## config.mk

```make
export PLATFORM = sky130hd
export DESIGN_NAME = stdp_update_scheduler
export DESIGN_NICKNAME = d
export VERILOG_FILES = /design/src/rtl/stdp_pkg.sv /design/src/rtl/stdp_rr_arbiter.sv /design/src/rtl/stdp_update_scheduler.sv
export SDC_FILE = /design/constraint.sdc
export NUM_CORES = 1
export LEC_CHECK = 0
export CORE_UTILIZATION = 51
export CTS_BUF_LIST = sky130_fd_sc_hd__clkbuf_8
export CTS_CLUSTER_SIZE = 30
export DETAILED_ROUTE_END_ITERATION = 12
export PLACE_DENSITY_LB_ADDON = 0.3
export SLEW_MARGIN = 20
export SYNTH_ARGS = -nofsm -noshare
export SYNTH_HDL_FRONTEND = slang
export SYNTH_SLANG_ARGS = --single-unit
```

## constraint.sdc

```tcl
create_clock -name clk -period 4.47 [get_ports clk]
set_input_delay 0.447 -clock clk [delete_from_list [all_inputs] [get_ports clk]]
set_output_delay 0.447 -clock clk [all_outputs]
set_load 0.01 [all_outputs]
```

## src/rtl/stdp_pkg.sv

```systemverilog
// Shared definitions for the STDP weight-update scheduler: FSM encoding and
// default parameter values.
package stdp_pkg;

  typedef enum logic [1:0] {
    ST_IDLE  = 2'd0,
    ST_CALC  = 2'd1,
    ST_APPLY = 2'd2
  } state_t;

  localparam int STDP_N_SYN   = 4;
  localparam int STDP_W_W     = 8;
  localparam int STDP_DT_W    = 4;
  localparam int STDP_A_PLUS  = 16;
  localparam int STDP_A_MINUS = 12;
  localparam int STDP_WINDOW  = 8;
  localparam int STDP_W_INIT  = 128;

endpackage

```

## src/rtl/stdp_rr_arbiter.sv

```systemverilog
// Combinational round-robin arbiter: searches from last+1 upward (wrapping)
// and returns the first requesting index.
module stdp_rr_arbiter #(
  parameter int N_SYN = 4,
  parameter int IW    = $clog2(N_SYN)
) (
  input  logic [N_SYN-1:0] req,
  input  logic [IW-1:0]    last,
  output logic [IW-1:0]    grant_idx,
  output logic             grant_vld
);

  logic [IW-1:0] cand;

  // N_SYN is a power of two, so the IW-bit add wraps naturally.
  always_comb begin
    grant_idx = '0;
    grant_vld = 1'b0;
    cand      = '0;
    for (int i = 1; i <= N_SYN; i++) begin
      cand = last + IW'(i);
      if (!grant_vld && req[cand]) begin
        grant_idx = cand;
        grant_vld = 1'b1;
      end
    end
  end

endmodule

```

## src/rtl/stdp_update_scheduler.sv

```systemverilog
// Serialises per-synapse STDP update requests through a shared
// IDLE -> CALC -> APPLY datapath with saturating weight arithmetic.
module stdp_update_scheduler
  import stdp_pkg::*;
#(
  parameter int N_SYN   = STDP_N_SYN,
  parameter int W_W     = STDP_W_W,
  parameter int DT_W    = STDP_DT_W,
  parameter int A_PLUS  = STDP_A_PLUS,
  parameter int A_MINUS = STDP_A_MINUS,
  parameter int WINDOW  = STDP_WINDOW,
  parameter int W_INIT  = STDP_W_INIT,
  parameter int IW      = $clog2(N_SYN)
) (
  input  logic                  clk,
  input  logic                  rst,
  input  logic [N_SYN-1:0]      req,
  input  logic [N_SYN-1:0]      ltp,
  input  logic [N_SYN*DT_W-1:0] dt,
  output logic [N_SYN-1:0]      ack,
  output logic                  busy,
  output logic                  upd_valid,
  output logic [IW-1:0]         upd_idx,
  output logic [W_W-1:0]        upd_weight,
  output logic [N_SYN*W_W-1:0]  weights
);

  state_t         state;
  logic [IW-1:0]  last;
  logic [IW-1:0]  gnt_idx;
  logic           gnt_vld;
  logic [IW-1:0]  idx_p0;
  logic           ltp_p0;
  logic [DT_W-1:0] dt_p0;
  logic [W_W-1:0] delta_p1;
  logic [W_W-1:0] new_w;
  logic [W_W-1:0] w_mem [N_SYN];

  function automatic logic [W_W-1:0] calc_delta(input logic l,
                                                input logic [DT_W-1:0] d);
    int amp;
    amp = l ? A_PLUS : A_MINUS;
    if (int'(d) >= WINDOW) return '0;
    return W_W'(amp >> d);
  endfunction

  function automatic logic [W_W-1:0] sat_apply(input logic [W_W-1:0] w,
                                               input logic [W_W-1:0] d,
                                               input logic l);
    logic [W_W:0] sum;
    sum = {1'b0, w} + {1'b0, d};
    if (l) return sum[W_W] ? '1 : sum[W_W-1:0];
    return (d > w) ? '0 : (w - d);
  endfunction

  stdp_rr_arbiter #(.N_SYN(N_SYN), .IW(IW)) u_arb (
    .req       (req),
    .last      (last),
    .grant_idx (gnt_idx),
    .grant_vld (gnt_vld)
  );

  // Control and weight store: reset aborts any transaction before its write.
  always_ff @(posedge clk or posedge rst) begin
    if (rst) begin
      state <= ST_IDLE;
      last  <= IW'(N_SYN - 1);
      for (int i = 0; i < N_SYN; i++) w_mem[i] <= W_W'(W_INIT);
    end else begin
      case (state)
        ST_IDLE: begin
          if (gnt_vld) begin
            state <= ST_CALC;
            last  <= gnt_idx;
          end
        end
        ST_CALC:  state <= ST_APPLY;
        ST_APPLY: begin
          w_mem[idx_p0] <= new_w;
          state         <= ST_IDLE;
        end
        default:  state <= ST_IDLE;
      endcase
    end
  end

  // Stage p0: latch the granted request; inputs are ignored after this edge.
  always_ff @(posedge clk) begin
    if (state == ST_IDLE && gnt_vld) begin
      idx_p0 <= gnt_idx;
      ltp_p0 <= ltp[gnt_idx];
      dt_p0  <= dt[gnt_idx*DT_W +: DT_W];
    end
    // Stage p1: delta from the latched direction and dt
    if (state == ST_CALC) delta_p1 <= calc_delta(ltp_p0, dt_p0);
  end

  always_comb begin
    new_w      = sat_apply(w_mem[idx_p0], delta_p1, ltp_p0);
    busy       = (state != ST_IDLE);
    upd_valid  = (state == ST_APPLY);
    upd_idx    = upd_valid ? idx_p0 : '0;
    upd_weight = upd_valid ? new_w : '0;
    ack        = upd_valid ? (N_SYN'(1) << idx_p0) : '0;
  end

  for (genvar g = 0; g < N_SYN; g++) begin : g_flat
    assign weights[g*W_W +: W_W] = w_mem[g];
  end

endmodule

```

Word level (Yosys, flattened, before mapping)
Index checks and enable logic that the tools add are counted.

Flip-flop bits (word level): 51. Output and inout port bits: 48. Input port bits: 26. Logic and storage cells: 81.

Equal/unequal tests: 3. Bitwise logic cells: 1. Mux-type cells: 39. Magnitude comparators: 9. $add $sub $neg: 5. Shift operators: 3. Reduce and logical (&&, ||, !) cells: 11.

Operator list (number): two-way mux 8 bit (10); bitwise mux 32 bit (1); binary-select mux 8 bit (select 2 bit) (1); demux 8 bit (select 2 bit) (1); indexed part select 16 x 5 -> 4 bit (1); less-than comparator 2 x 3 -> 1 bit, second input constant (5); two-way mux 1 bit (12); two-way mux 2 bit (6); binary-select mux 1 bit (select 2 bit) (5); adder 8 x 8 -> 9 bit (1); > comparator 8 bit (1); right shift 5 x 4 -> 8 bit (1); subtractor 8 bit (1); logical AND 1 bit (5); two-way mux 5 bit (1); adder 2 bit, second input constant (2); >= comparator 4 bit, second input constant (1); two-way mux 4 bit (1); case mux 2 bit (2 select lines) (1); << shifter 1 x 2 -> 4 bit, first input constant (1); >= comparator 3 bit, second input constant (1); zero test 1 bit (3); less-than comparator 3 x 1 -> 1 bit, second input constant (1); inverter 2 -> 3 bit (1); 7 further kinds (7).

Logic depth before layout (Yosys ltp)
Word-level depth: 15. Depth in mapped cells: 13. Gate-level depth less buffers: 11.

Hierarchy
Synthesis repeated with hierarchy kept, for this count alone.

Cell total of the unflattened synthesis: 293. Area total of the unflattened synthesis: 2955.3 um2.

By module, submodules not included: stdp_update_scheduler (times used 1, cells each 279, area an instance 2864.0 um2, seq. area each 1268.7 um2); stdp_rr_arbiter (times used 1, cells each 14, area an instance 91.3 um2, seq. area each 0.0 um2).

Worst setup path after synthesis
OpenSTA, ideal clock, no wires.

Kind: register to output. Start point: reg idx_p0[0]. End point: out upd_weight[0]. Data arrival time: 3.106 ns. Path buffers: 2. Setup slack: 0.917 ns. Cell stages (with the launch flop): 13. Data required time: 4.023 ns. Path through: edfxtp_1 > buf_6 > clkbuf_1 > mux4_2 > inv_1 > ha_1 > inv_1 > fa_1 > a211oi_1 > o21bai_1 > or4_4 > nand2_1 > nor2_1.

Cells in the longest elaborated chain, start to end: 9. Elaborated cells between the ends (all ways): 12. Classes of those cells: add/sub: 2; order compare: 1; mux: 8; bitwise: 1.

RTL lines: from (decl) (line stdp_update_scheduler.sv:32) `logic [IW-1:0] idx_p0;`; from (signal assigned) (line stdp_update_scheduler.sv:90) `idx_p0 <= gnt_idx;`; inverter 2 -> 3 bit (implied by the code) (*) (line stdp_update_scheduler.sv:99) `new_w = sat_apply(w_mem[idx_p0], delta_p1, ltp_p0);`; binary-select mux 8 bit (select 2 bit) (*) (line stdp_update_scheduler.sv:99); two-way mux 8 bit (implied by the code) (*) (2 in a row) (line stdp_update_scheduler.sv:99); adder 8 x 8 -> 9 bit (line stdp_update_scheduler.sv:51) `sum = {1'b0, w} + {1'b0, d};`; two-way mux 8 bit (2 in a row) (line stdp_update_scheduler.sv:52) `if (l) return sum[W_W] ? '1 : sum[W_W-1:0];`; two-way mux 8 bit (*) (line stdp_update_scheduler.sv:53) `return (d > w) ? '0 : (w - d);`; two-way mux 8 bit (*) (line stdp_update_scheduler.sv:103) `upd_weight = upd_valid ? new_w : '0;`; to (decl) (line stdp_update_scheduler.sv:24) `output logic [W_W-1:0] upd_weight,`.

Every way passes the cells marked *; elsewhere a longest branch is shown, timed or not. The select of a mux whose other input is x is not followed.

Final worst setup path
Start point: reg idx_p0[1]. End point: out upd_weight[4].

The elaborated chain is that of the path after synthesis.

==> flow_summary.toml <==
[logic_synthesis]
yosys_warnings = 0
synth_top_area_share_pct = 25.4
avgSynthCellArea_um2 = 9.59
ys_async_sr_fraction_pct = 75.0
yosysMostFrequentCell = "nand2_1"
synth_nets = 349
synth_area_leaders = "dfrtp_1, edfxtp_1, mux4_2"
synth_edf_count = 12
synth_cell_types = 47
ys_ff_latch = 48
syn_area_um2 = 2950
netlist.top_cell.by_area = "dfrtp_1"
ys_top_cells_by_count = "nand2_1, o21ai_0, dfrtp_1, inv_1, a21oi_1"
synthesis.instances = 308
synth_ff_type = "dfrtp_1"
seq_area_frac_synth_pct = 43.0

[routing]
dr_total_vias = 2518
finalWirelength_mm = 7.27
vias_per_cell = 5.60
ant_nets = 0
dr.first_iter.drc_count = 207
wl_per_cell_um = 16.2
firstDrtPassIters = 4
route.detailed.drc = 0

[critical_path]
cp-end-kind = "primary output"
cp.arrival_ns = 3.84
worstPathRequired_ns = 4.02
critPathMaxFanout = 11
cp-start-kind = "flop"
criticalPathCategory = "flop to primary output"

[die]
initial_core_util_pct = 53.3
core_area_um2 = 5540
std_cell_rows = 27
die_h_um = 78.1
die_x_um = 78.1
dieArea_um2 = 6100
io-pin-count = 74

[cells_and_area]
final_cells = 450
finalNetCount = 418
diodes = 0
area_growth_pct = 30.8
design_area_um2 = 3860
drive_above_1_share_pct = 10.6

[clock_network]
cts_tree = "built"
clockBufferDepth = 2
clk_latency_ns = 0.32
cts.htree.levels = 2
cts_buffers = 5
clk_pin_slew_ns = 0.08
cts-root-buf = "clkbuf_8"
hold_buffers = 0
cts_sinks = 48

[flow_run]
max_cap_viol_count = 0

[status]
outcome = "completed"

[grt]
grt_max_degree = 37
antenna_found_initial = 0
gr-total-overflow = 0
grt_pass1_vias = 2353
grt_use_total_pct = 25.3
grt_pass1_wl_mm = 11.7

[sta]
tightest_slew_ns = 0.962
finalWorstSetupSlack_ns = 0.188
fmax_mhz = 234
slew_headroom_pct = 35.9
fin_skew_ns = 0.0130
finalCritPeriodShare_pct = 95.8
final_hold_viol_count = 0
hold_ws_ns = 0.483
maxSlewViolCount = 0
fin_crit_ns = 4.28
setup_viol = 0

[place]
placed_cells = 440
placed_cell_area_um2 = 3730
io_buffers = 73
gp_congestion = 0.901
preCtsSetupSlack_ns = 0.434
hpwl_mm = 5.34

[power]
ir_worst_vdd_uv = 535
power.total_mw = 3.19
p_per_area_nw_per_um2 = 826
p_leak_nw = 1.62

[worst_hold_path]
hp-class = "flop to flop"
kinds of logic after synthesis:
logic type                 Yosys count  synth area share [%]
AOI/OAI and AO/OA                   85                  17.7
xor gates and xnor gates             4                  1.19
adders and majority gates           15                  6.86
buffers and inverters               36                  4.92
DFF                                 48                  43.0
muxes                               18                  9.53
and+or+nand+nor                    102                  16.8
sequential cells by signal (all words and copies together) (netlist names):
name and count:
ltp_p0 1, state 2, dt_p0 4, weights 32, delta_p1 5, last 2, idx_p0 2
critical path: stages (launching register included):
cell and delay [ns]:
edfxtp_1 0.65, mux4_2 0.39, ha_1 0.22, fa_1 0.39, nor2b_1 0.18, o21a_1 0.22, o211ai_1 0.31, nor2_1 0.22
nor3_4 0.36, nor2_1 0.08, clkdlybuf4s50_1 0.49
routing by layer:
layer / global-route usage, % / wire length (um)
met5: 0 / 0
met4: 7.41 / 107
met3: 4.19 / 393
met2: 42.1 / 3590
met1: 34.1 / 3180
layout by cell type, fill, tap and decap left out, types with 6 or more instances in the layout:
cell type         n
nor2_1           17
o21ai_1           6
inv_1            20
nor2b_1          11
ha_1             13
clkdlybuf4s50_1  73
a211oi_1          6
a21oi_1          18
dfstp_2           6
mux4_2            8
o21ai_0          32
nand2_1          44
mux2i_1           9
edfxtp_1         12
dfrtp_1          30
clkbuf_8          6
through the flow:
stage / setup TNS, ns / utilization [%]
after detailed placement: 0 / 67.3
after global routing: -0.0138 / 69.7
final: 0 / 69.7
after global placement: 0 / 67.3
after CTS: 0 / 69.0
after floorplan: 0 / -
final cells by class:
type	count	area, um^2
inverters	20	75.1
multi-input cells	224	1550
clock inverters	2	12.5
fillers	447	1680
flip-flops and latches	48	1270
clock buffers	6	82.6
repair buffers	78	781
well taps	72	90.1
power breakdown:
part	total (mW)	internal [mW]	switching [mW]	leakage (nW)
sequential	0.873	0.681	0.192	0.571
combinational	2.04	0.930	1.11	1.00
clock	0.281	0.126	0.154	0.0521
total	3.19	1.74	1.46	1.62
final timing paths:
kind,from,end,slack (ns),cells after the start
worst min register to register,state[1],state[1],0.48,1
worst max-delay path,idx_p0[1],upd_weight[4],0.19,10
worst max register to register,idx_p0[1],weights[25],1.22,11
worst min-delay path,state[1],state[1],0.48,1
max in group asynchronous,rst,last[0],3.59,3
min in group asynchronous,rst,weights[22],0.53,3
timing repair:
| item | in CTS | in global routing |
|---|---|---|
| endpoints found under the setup margin | 0 | 6 |
| resized for setup | 0 | 3 |
| setup buffers | 0 | 1 |
Note: power is estimated with default switching activity, not from simulation.
